## src/rtl/cx_order_router.sv

```systemverilog
// cx_order_router: routes one CXU master to NUM_SLAVES slaves and returns responses in issue order.
// Optional macro CX_ROUTER_ERR_RESP_EN: out-of-range requests get a locally generated error response.
module cx_order_router #(
  parameter int NUM_SLAVES         = 2,
  parameter int MAX_OUTSTANDING    = 4,
  parameter int C_M_CXU_REQ_ID_W   = 3,
  parameter int C_M_CXU_CXU_ID_W   = 4,
  parameter int C_M_CXU_STATE_ID_W = 3,
  parameter int C_M_CXU_FUNC_ID_W  = 10,
  parameter int C_M_CXU_INSN_W     = 32,
  parameter int C_M_CXU_DATA_W     = 32,
  parameter int C_M_CXU_STATUS_W   = 3
) (
  input  logic                                     i_clk,
  input  logic                                     i_rst,
  input  logic                                     s_req_valid,
  output logic                                     s_req_ready,
  input  logic [C_M_CXU_REQ_ID_W-1:0]              s_req_id,
  input  logic [C_M_CXU_CXU_ID_W-1:0]              s_req_cxu,
  input  logic [C_M_CXU_STATE_ID_W-1:0]            s_req_state,
  input  logic [C_M_CXU_FUNC_ID_W-1:0]             s_req_func,
  input  logic [C_M_CXU_INSN_W-1:0]                s_req_insn,
  input  logic [C_M_CXU_DATA_W-1:0]                s_req_data0,
  input  logic [C_M_CXU_DATA_W-1:0]                s_req_data1,
  output logic                                     s_resp_valid,
  input  logic                                     s_resp_ready,
  output logic [C_M_CXU_REQ_ID_W-1:0]              s_resp_id,
  output logic [C_M_CXU_STATUS_W-1:0]              s_resp_status,
  output logic [C_M_CXU_DATA_W-1:0]                s_resp_data,
  output logic [NUM_SLAVES-1:0]                    m_req_valid,
  input  logic [NUM_SLAVES-1:0]                    m_req_ready,
  output logic [C_M_CXU_REQ_ID_W-1:0]              m_req_id,
  output logic [C_M_CXU_STATE_ID_W-1:0]            m_req_state,
  output logic [C_M_CXU_FUNC_ID_W-1:0]             m_req_func,
  output logic [C_M_CXU_INSN_W-1:0]                m_req_insn,
  output logic [C_M_CXU_DATA_W-1:0]                m_req_data0,
  output logic [C_M_CXU_DATA_W-1:0]                m_req_data1,
  input  logic [NUM_SLAVES-1:0]                    m_resp_valid,
  output logic [NUM_SLAVES-1:0]                    m_resp_ready,
  input  logic [NUM_SLAVES*C_M_CXU_REQ_ID_W-1:0]   m_resp_id,
  input  logic [NUM_SLAVES*C_M_CXU_STATUS_W-1:0]   m_resp_status,
  input  logic [NUM_SLAVES*C_M_CXU_DATA_W-1:0]     m_resp_data
);

  localparam int SEL_W = (NUM_SLAVES > 1) ? $clog2(NUM_SLAVES) : 1;
  localparam int PTR_W = $clog2(MAX_OUTSTANDING);
  localparam int ID_W  = C_M_CXU_REQ_ID_W;

  logic [PTR_W-1:0] wrPtr_q, wrPtr_d;
  logic [PTR_W-1:0] rdPtr_q, rdPtr_d;
  logic [PTR_W:0]   count_q, count_d;
  logic [SEL_W-1:0] selFifo_q [MAX_OUTSTANDING];
`ifdef CX_ROUTER_ERR_RESP_EN
  logic             errFifo_q [MAX_OUTSTANDING];
  logic [ID_W-1:0]  idFifo_q  [MAX_OUTSTANDING];
`endif

  logic [SEL_W-1:0] sel;
  logic [SEL_W-1:0] headSel;
  logic             inRange;
  logic             full;
  logic             notEmpty;
  logic             selReady;
  logic             accept;
  logic             push;
  logic             pop;

  assign sel      = s_req_cxu[SEL_W-1:0];
  assign inRange  = 32'(s_req_cxu) < NUM_SLAVES;
  assign full     = count_q == (PTR_W+1)'(MAX_OUTSTANDING);
  assign notEmpty = count_q != '0;
  assign headSel  = selFifo_q[rdPtr_q];

  assign m_req_id    = s_req_id;
  assign m_req_state = s_req_state;
  assign m_req_func  = s_req_func;
  assign m_req_insn  = s_req_insn;
  assign m_req_data0 = s_req_data0;
  assign m_req_data1 = s_req_data1;

  // Full blocks acceptance outright, even when a pop happens in the same cycle.
  always_comb begin
    selReady    = 1'b0;
    m_req_valid = '0;
    for (int k = 0; k < NUM_SLAVES; k++) begin
      if (sel == SEL_W'(k)) begin
        selReady       = m_req_ready[k];
        m_req_valid[k] = !i_rst && s_req_valid && inRange && !full;
      end
    end
    if (i_rst) begin
      s_req_ready = 1'b0;
    end else if (inRange) begin
      s_req_ready = !full && selReady;
    end else begin
      s_req_ready = !full;
    end
  end

  assign accept = s_req_valid && s_req_ready;
`ifdef CX_ROUTER_ERR_RESP_EN
  assign push = accept;
`else
  assign push = accept && inRange;
`endif

  // Only the slave at the FIFO head may hand over a response; others stall.
  always_comb begin
    s_resp_valid  = 1'b0;
    s_resp_id     = '0;
    s_resp_status = '0;
    s_resp_data   = '0;
    m_resp_ready  = '0;
    if (!i_rst && notEmpty) begin
`ifdef CX_ROUTER_ERR_RESP_EN
      if (errFifo_q[rdPtr_q]) begin
        s_resp_valid  = 1'b1;
        s_resp_id     = idFifo_q[rdPtr_q];
        s_resp_status = '1;
      end else
`endif
      begin
        for (int k = 0; k < NUM_SLAVES; k++) begin
          if (headSel == SEL_W'(k)) begin
            s_resp_valid    = m_resp_valid[k];
            s_resp_id       = m_resp_id[k*ID_W +: ID_W];
            s_resp_status   = m_resp_status[k*C_M_CXU_STATUS_W +: C_M_CXU_STATUS_W];
            s_resp_data     = m_resp_data[k*C_M_CXU_DATA_W +: C_M_CXU_DATA_W];
            m_resp_ready[k] = s_resp_ready;
          end
        end
      end
    end
  end

  assign pop = s_resp_valid && s_resp_ready;

  always_comb begin
    wrPtr_d = wrPtr_q + PTR_W'(push);
    rdPtr_d = rdPtr_q + PTR_W'(pop);
    count_d = count_q + (PTR_W+1)'(push) - (PTR_W+1)'(pop);
  end

  always_ff @(posedge i_clk) begin
    if (i_rst) begin
      wrPtr_q <= '0;
      rdPtr_q <= '0;
      count_q <= '0;
    end else begin
      wrPtr_q <= wrPtr_d;
      rdPtr_q <= rdPtr_d;
      count_q <= count_d;
    end
  end

  // Entry payload needs no reset: count_q gates every read.
  always_ff @(posedge i_clk) begin
    if (push) begin
      selFifo_q[wrPtr_q] <= inRange ? sel : '0;
`ifdef CX_ROUTER_ERR_RESP_EN
      errFifo_q[wrPtr_q] <= !inRange;
      idFifo_q[wrPtr_q]  <= s_req_id;
`endif
    end
  end

endmodule

```

## config.mk

```make
export PLATFORM = sky130hd
export DESIGN_NAME = cx_order_router
export DESIGN_NICKNAME = d
export VERILOG_FILES = /design/src/rtl/cx_order_router.sv
export SDC_FILE = /design/constraint.sdc
export NUM_CORES = 1
export LEC_CHECK = 0
export BUFFER_PORTS_ARGS = -buffer_cell sky130_fd_sc_hd__buf_2
export CAP_MARGIN = 30
export CORE_AREA = 2 2 139 141
export DETAILED_ROUTE_END_ITERATION = 8
export DIE_AREA = 0 0 141 143
export GPL_ROUTABILITY_DRIVEN = 0
export PLACE_DENSITY_LB_ADDON = 0.2
export SLEW_MARGIN = 25
export SYNTH_ARGS = -nofsm -noshare
export SYNTH_HDL_FRONTEND = slang
export SYNTH_SLANG_ARGS = --single-unit
```

## constraint.sdc

```tcl
create_clock -name i_clk -period 2.5 [get_ports i_clk]
set_input_delay 0.125 -clock i_clk [delete_from_list [all_inputs] [get_ports i_clk]]
set_output_delay 0.125 -clock i_clk [all_outputs]
set_load 0.01 [all_outputs]
```

==> results of run 1 <==
[Yosys cell counts (all sizes together), types with 3 or more instances]
cell type	number	share of area [%]
xnor2	3	1.3
nor2b	3	0.93
mux2i	40	20
nor3b	4	2.0
clkbuf	7	1.3
nor2	43	8.0
buf	117	43
dfxtp	7	7.0
nor3	5	1.2
inv	3	0.56
edfxtp	4	6.0
ha	4	2.5
[metal layers]
| metal | GRT usage, % | part of all wire (%) |
|---|---|---|
| met1 | 4.72 | 34 |
| met2 | 7.45 | 44 |
| met3 | 2.92 | 16 |
| met4 | 3.95 | 6.4 |
| met5 | 0 | 0 |
[state kept, by name, indices dropped and copies added (netlist names)]
| name | cells |
|---|---|
| count_q | 3 |
| rdPtr_q | 2 |
| selFifo_q | 4 |
| wrPtr_q | 2 |
[cell families after synthesis]
family,after synthesis
compound gates,1
flops,11
fa+ha+maj,5
buf+inv,128
simple gates,62
xor+xnor,4
mux,41
[worst max-delay path, delay by kind of cell, from the launching register on]
kind	cells	cell delay [ns]
DFF	1	0.33
buffers and inverters	2	0.10
and+or+nand+nor	2	0.25
adders and majority gates	3	0.93
muxes	2	0.72
[cell type report]
| class | count | area (µm²) | share of cell area (%) |
|---|---|---|---|
| multi-input combinational | 113 | 850 | 38.7 |
| timing repair buffer | 136 | 693 | 31.6 |
| tap | 234 | 293 | 13.3 |
| sequential | 11 | 262 | 11.9 |
| clock buffer | 3 | 75.1 | 3.42 |
| inverter | 4 | 16.3 | 0.742 |
| clock inverter | 1 | 5.00 | 0.228 |
[metrics by stage]
step | utilization (%) | power, mW | setup TNS, ns
finish | 11.8 | 0.686 | 0
global route | 11.8 | 0.730 | -0.0939
CTS | 11.7 | 0.697 | 0
detailed placement | 11.2 | 0.399 | -0.0605
global placement | 11.2 | 0.397 | -0.00332
floorplan | - | 0.472 | 0
[how the worst max path moves through the flow]
stage,end,slack [ns]
3_5_place_dp,count_q[2],-0.06
5_1_grt,count_q[1],-0.05
3_3_place_gp,count_q[2],-0.003
6_report,count_q[1],0.07
2_1_floorplan,count_q[2],0.06
4_1_cts,count_q[2],0.03
[report_power, final]
part	total (mW)	switching (mW)	internal (mW)
combinational	0.203	0.0979	0.105
clock	0.290	0.0786	0.212
sequential	0.192	0.00320	0.189
[repair_timing]
action                     in CTS  in global routing
pin swaps                       0                  3
resized for setup               1                  5
buffers inserted                0                  2
setup endpoints to repair       1                  2
==> metrics.md, run 1 <==
| Metric | Value |
|---|---|
| Outcome | complete, no violations |
| Sequential share of the synthesized area | about an eighth |
| Post-CTS Hold Buffers | 0 |
| Clock transition at path regs | ~0.04 ns |
| Clock Skew | ~0.0022 ns |
| Kind of critical path | flip-flop to flip-flop |
| Routed WL | 5.51 mm |
| # diodes | 0 |
| TritonRoute pass-1 iters | 4 |
| Cells on worst reg2reg path | 9 |
| Fin crit share | 97.0% |
| Crit path time final | 2.43 ns |
| CP Capture Type | flip-flop |
| First-pass GRT wire length | 7.78 mm |
| Reg-to-Reg Start | rdPtr_q[0] |
| Total I/O pin count | 356 |
| Most common cell after layout, fill and taps aside | buf_2 |
| Dpl cell area | between 2000 and 2500 µm² |
| Clock Latency Late Sink | 0.24 ns |
| CTS buffer count | 3 |
| Initial antenna violation count | 0 |
| Static leakage | 1.10 nW |
| Avg Cell Area, Syn | 7.98 µm² |
| Synthesized flop and latch total | 11 |
| Worst Hold Class | input pin to flip-flop |
| Final Max Slew Viols | 0 |
| Vias in the first global route | 1559 |
| Number of nets still failing antenna checks after routing | 0 |
| Die Span X | 141 µm |
| Place WS | -0.0605 ns |
| Final worst setup slack | 0.0739 ns |
| Detailed placer's ending HPWL | ~4.5 mm |
| Min-delay src | i_rst |
| Worst EP arrival | ~2.6 ns |
| Max-slew headroom | roughly 53% |
| Critical path launch point type | flip-flop |
| Cell variety after synth | 27 |
| WHS | 0.201 ns |
| Largest family of logic cells by synthesized area | buffers and inverters |
| Die ar. | 20200 µm² |
| Post-Place Cells | ~500 |
| CP cell instances | mux4_2 -> mux2i_2 -> nor3_2 -> ha_1 -> inv_1 -> ha_2 -> inv_2 -> fa_2 -> nor2_1 |
| FILL cells | 2143 |
| 1st-iter DRT viols | 28 |
| Row cnt | 50 |
| Worst Hold End | wrPtr_q[1] |
| Unrepaired setup endpoints after global routing | yes |
| Layout Nets | 474 |
| Share of cells above drive strength 1 | ~57% |
| Commonest cells after routing, fill and taps aside | buf_2 (131), nor2_1 (43), mux2i_1 (39) |
| Synth Flop Type | dfxtp_1 |
| Max frequency | 0.412 GHz |
| Gr usage total | under 10% |
| Ys async rst share | 0% |
| Core Box Area | 18600 µm² |
| Adder-cell share of the synthesized area | 3.48% |
| FF-to-FF End | count_q[1] |
| Pwr Density | between 300 and 400 nW/µm² |
| FF-to-FF setup slack | roughly 0.074 ns |
| Post-synth net total | 457 |
| Setup-failing EPs final | 0 |
| Clock buffer depth | 2 |
| Simple-Gate Fraction of Synth Area | between 10 and 15% |
| Design Area, Final | between 2000 and 2500 µm² |
| Worst VDD drop | 0.149 mV |
| CTS Root Cell | clkbuf_16 |
| Crit path launch | rdPtr_q[0] |
| CTS H-tree lvls | 1 |
| CTS Sinks | 11 |
| Final Non-Filler Cells | 502 |
| CTS tree | yes |
| Critical path peak fanout | 2 |
| CP peak stage delay | 0.53 ns |
| Tightest Pin Transition | 0.699 ns |
| Critical Path RT | 2.62 ns |
| Port Buf Inserts | 131 |
| Hold depth | 2 |
| Starting Density | 10.8% |
| Residual DRC count | 0 |
| Compound-Gate Fraction of Synth Area | less than 1% |
| Vias/cell | 3.17 |
| Via count | 1592 |
| Remaining Overflow, GRT | 0 |
| Die Y | 143 µm |
| Max Cap Viol | 0 |
| Number of synthesized flops with an enable pin | 4 |
| Post-Syn Area | 2010 µm² |
| Post-Synth XOR/XNOR Area | 1.74% |
| Mux contribution to synthesized area | 21.0% |
| Yosys warning total | 0 |
| Cells after synthesis | 252 |
| Routed wire length per instance | around 11 µm |
| Largest net degree at the start of global routing | 42 |
| Area delta synth->final | 9.09% |
| Hold Violations, Final | 0 |
| CP max-delay cell | mux4_2 |
Note: power is estimated with default switching activity, not from simulation.
==> inputs of run 2 (changes only) <==
Clock period 2.5 ns to 2.6 ns, I/O delays scaled along.
==> run 2 against run 1 <==
Combinational power fell by 4%. Sequential share of layout area increased by 0.075 points. Final area is 0.63% lower. Worst hold slack improved by 0.013 ns. First-iteration DRC count decreased by 36%. Via count hardly changed. Register-to-register slack better by 0.099 ns. Fmax barely moved. Clock-buffer cell count is 1 higher.
==> metrics.md, run 2 (same netlist as run 1, synthesis figures left out) <==
| Metric | Value |
|---|---|
| Outcome | complete, no violations |
| Hold depth | 2 |
| Critical path peak fanout | 2 |
| Commonest cells after routing, fill and taps aside | buf_2 (131), nor2_1 (43), mux2i_1 (39) |
| GR peak layer | met2 |
| Routed WL | 5.47 mm |
| FF-to-FF setup slack | 0.17 ns |
| CTS Sinks | 11 |
| Share of cells above drive strength 1 | 55.1% |
| Crit path time final | 2.43 ns |
| WHS | around 0.21 ns |
| Tightest Pin Transition | approximately 0.70 ns |
| Clock Skew | ~0.00074 ns |
| CTS tree | yes |
| Gr usage total | approximately 4.9% |
| Area delta synth->final | 8.40% |
| Critical Path RT | 2.72 ns |
| Largest net degree at the start of global routing | between 40 and 50 |
| Max Cap Viol | 0 |
| Kind of critical path | flip-flop to flip-flop |
| Vias in the first global route | approximately 1500 |
| Worst Hold End | wrPtr_q[1] |
| Worst VDD drop | roughly 0.17 mV |
| Routed wire length per instance | 10.9 µm |
| CP max-delay cell | mux4_2 |
| Clock Latency Late Sink | 0.23 ns |
| Most common cell after layout, fill and taps aside | buf_2 |
| Max-slew headroom | a little over half |
| Min-delay src | i_rst |
| Setup TNS | 0 ns |
| CP bufs+invs | 2 |
| Reg-to-Reg Start | rdPtr_q[0] |
| Residual DRC count | 0 |
| 1st-iter DRT viols | 18 |
| TritonRoute pass-1 iters | 4 |
| Worst Hold Class | input pin to flip-flop |
| Setup-failing EPs final | 0 |
| GRT met2 Usage | 7.24% |
| # diodes | 0 |
| Post-Place Cells | ~500 |
| Die Y | 143 µm |
| Vias/cell | 3.18 |
| Cells on worst reg2reg path | 10 |
| CTS buffer count | 3 |
| Post-CTS Hold Buffers | 0 |
| Port Buf Inserts | between 100 and 150 |
| First-pass GRT wire length | 7.88 mm |
| Via count | roughly 1600 |
| Clock transition at path regs | 0.04 ns |
| Static leakage | 1.10 nW |
| Critical Path Stages | 10 |
| Top flop regs | selFifo_q: 4 flops, count_q: 3 flops |
| Layout Nets | 473 |
| Total power | around 650 µW |
| Row cnt | 50 |
| Die ar. | 20200 µm² |
| Unrepaired setup endpoints after global routing | no |
| FF-to-FF End | count_q[2] |
| Initial antenna violation count | 0 |
| Met1 usage | 5.02% |
| Place WS | between 0.04 and 0.05 ns |
| Worst EP arrival | 2.54 ns |
| Core Box Area | 18600 µm² |
| Clock buffer depth | 2 |
| Pwr Density | 299 nW/µm² |
| Final worst setup slack | 0.173 ns |
| CP peak stage delay | between 0.5 and 0.6 ns |
| Critical path launch point type | flip-flop |
| Max frequency | 0.412 GHz |
| CTS Root Cell | clkbuf_16 |
| Die Span X | 141 µm |
| Total I/O pin count | 356 |
| CP Capture Type | flip-flop |
| Detailed placer's ending HPWL | 4.48 mm |
| CTS H-tree lvls | 1 |
| Starting Density | 10.8% |
| CP cell instances | mux4_2 -> mux2i_2 -> nor3_2 -> ha_1 -> inv_1 -> ha_1 -> inv_1 -> fa_1 -> xnor2_1 -> nor2_1 |
| Number of nets still failing antenna checks after routing | 0 |
| Largest register FFs | 4 |
| Final Non-Filler Cells | roughly 500 |
| CP top delay family | adder cells |
| Most flops, register | selFifo_q |
| Remaining Overflow, GRT | 0 |
| Hold Violations, Final | 0 |
| Final Max Slew Viols | 0 |
| Fin crit share | roughly 93% |
| M3 GR Usage | 3.09% |
-- run 2: power breakdown --
| part | switching [mW] | internal [mW] |
|---|---|---|
| registers | 0.00294 | 0.182 |
| clock network | 0.0688 | 0.205 |
| logic | 0.0930 | 0.101 |
| total | 0.165 | 0.488 |
-- run 2: through the flow --
stage	area, µm²	util [%]
2_1_floorplan	2010	-
3_3_place_gp	2080	11.2
3_5_place_dp	2080	11.2
4_1_cts	2160	11.6
5_1_grt	2180	11.7
6_report	2180	11.7
-- run 2: cell type report --
cell class              instances  area [µm²]
clock buffers                   4        78.8
fillers                      2136       16400
well taps                     234         293
multi-input cells             113         845
repair buffers                135         686
flip-flops and latches         11         262
inverters                       4        16.3
-- run 2: how the worst max path moves through the flow --
stage                       to        from  slack, ns
floorplan           count_q[2]  rdPtr_q[0]       0.16
global placement    count_q[2]  rdPtr_q[0]        0.1
detailed placement  count_q[2]  rdPtr_q[0]       0.04
CTS                 count_q[2]  rdPtr_q[0]       0.03
global route        count_q[2]  rdPtr_q[0]      0.002
finish              count_q[2]  rdPtr_q[0]       0.17
-- run 2: metal layers --
layer	vias to the layer above	wire (µm)
met5	-	0
met4	0	303
met3	38	859
met2	130	2410
met1	691	1900
li1	734	-
-- run 2: timing repair --
| action | CTS | global route |
|---|---|---|
| setup buffers | 0 | 1 |
| gates resized for setup | 0 | 3 |
| setup endpoints to repair | 0 | 2 |
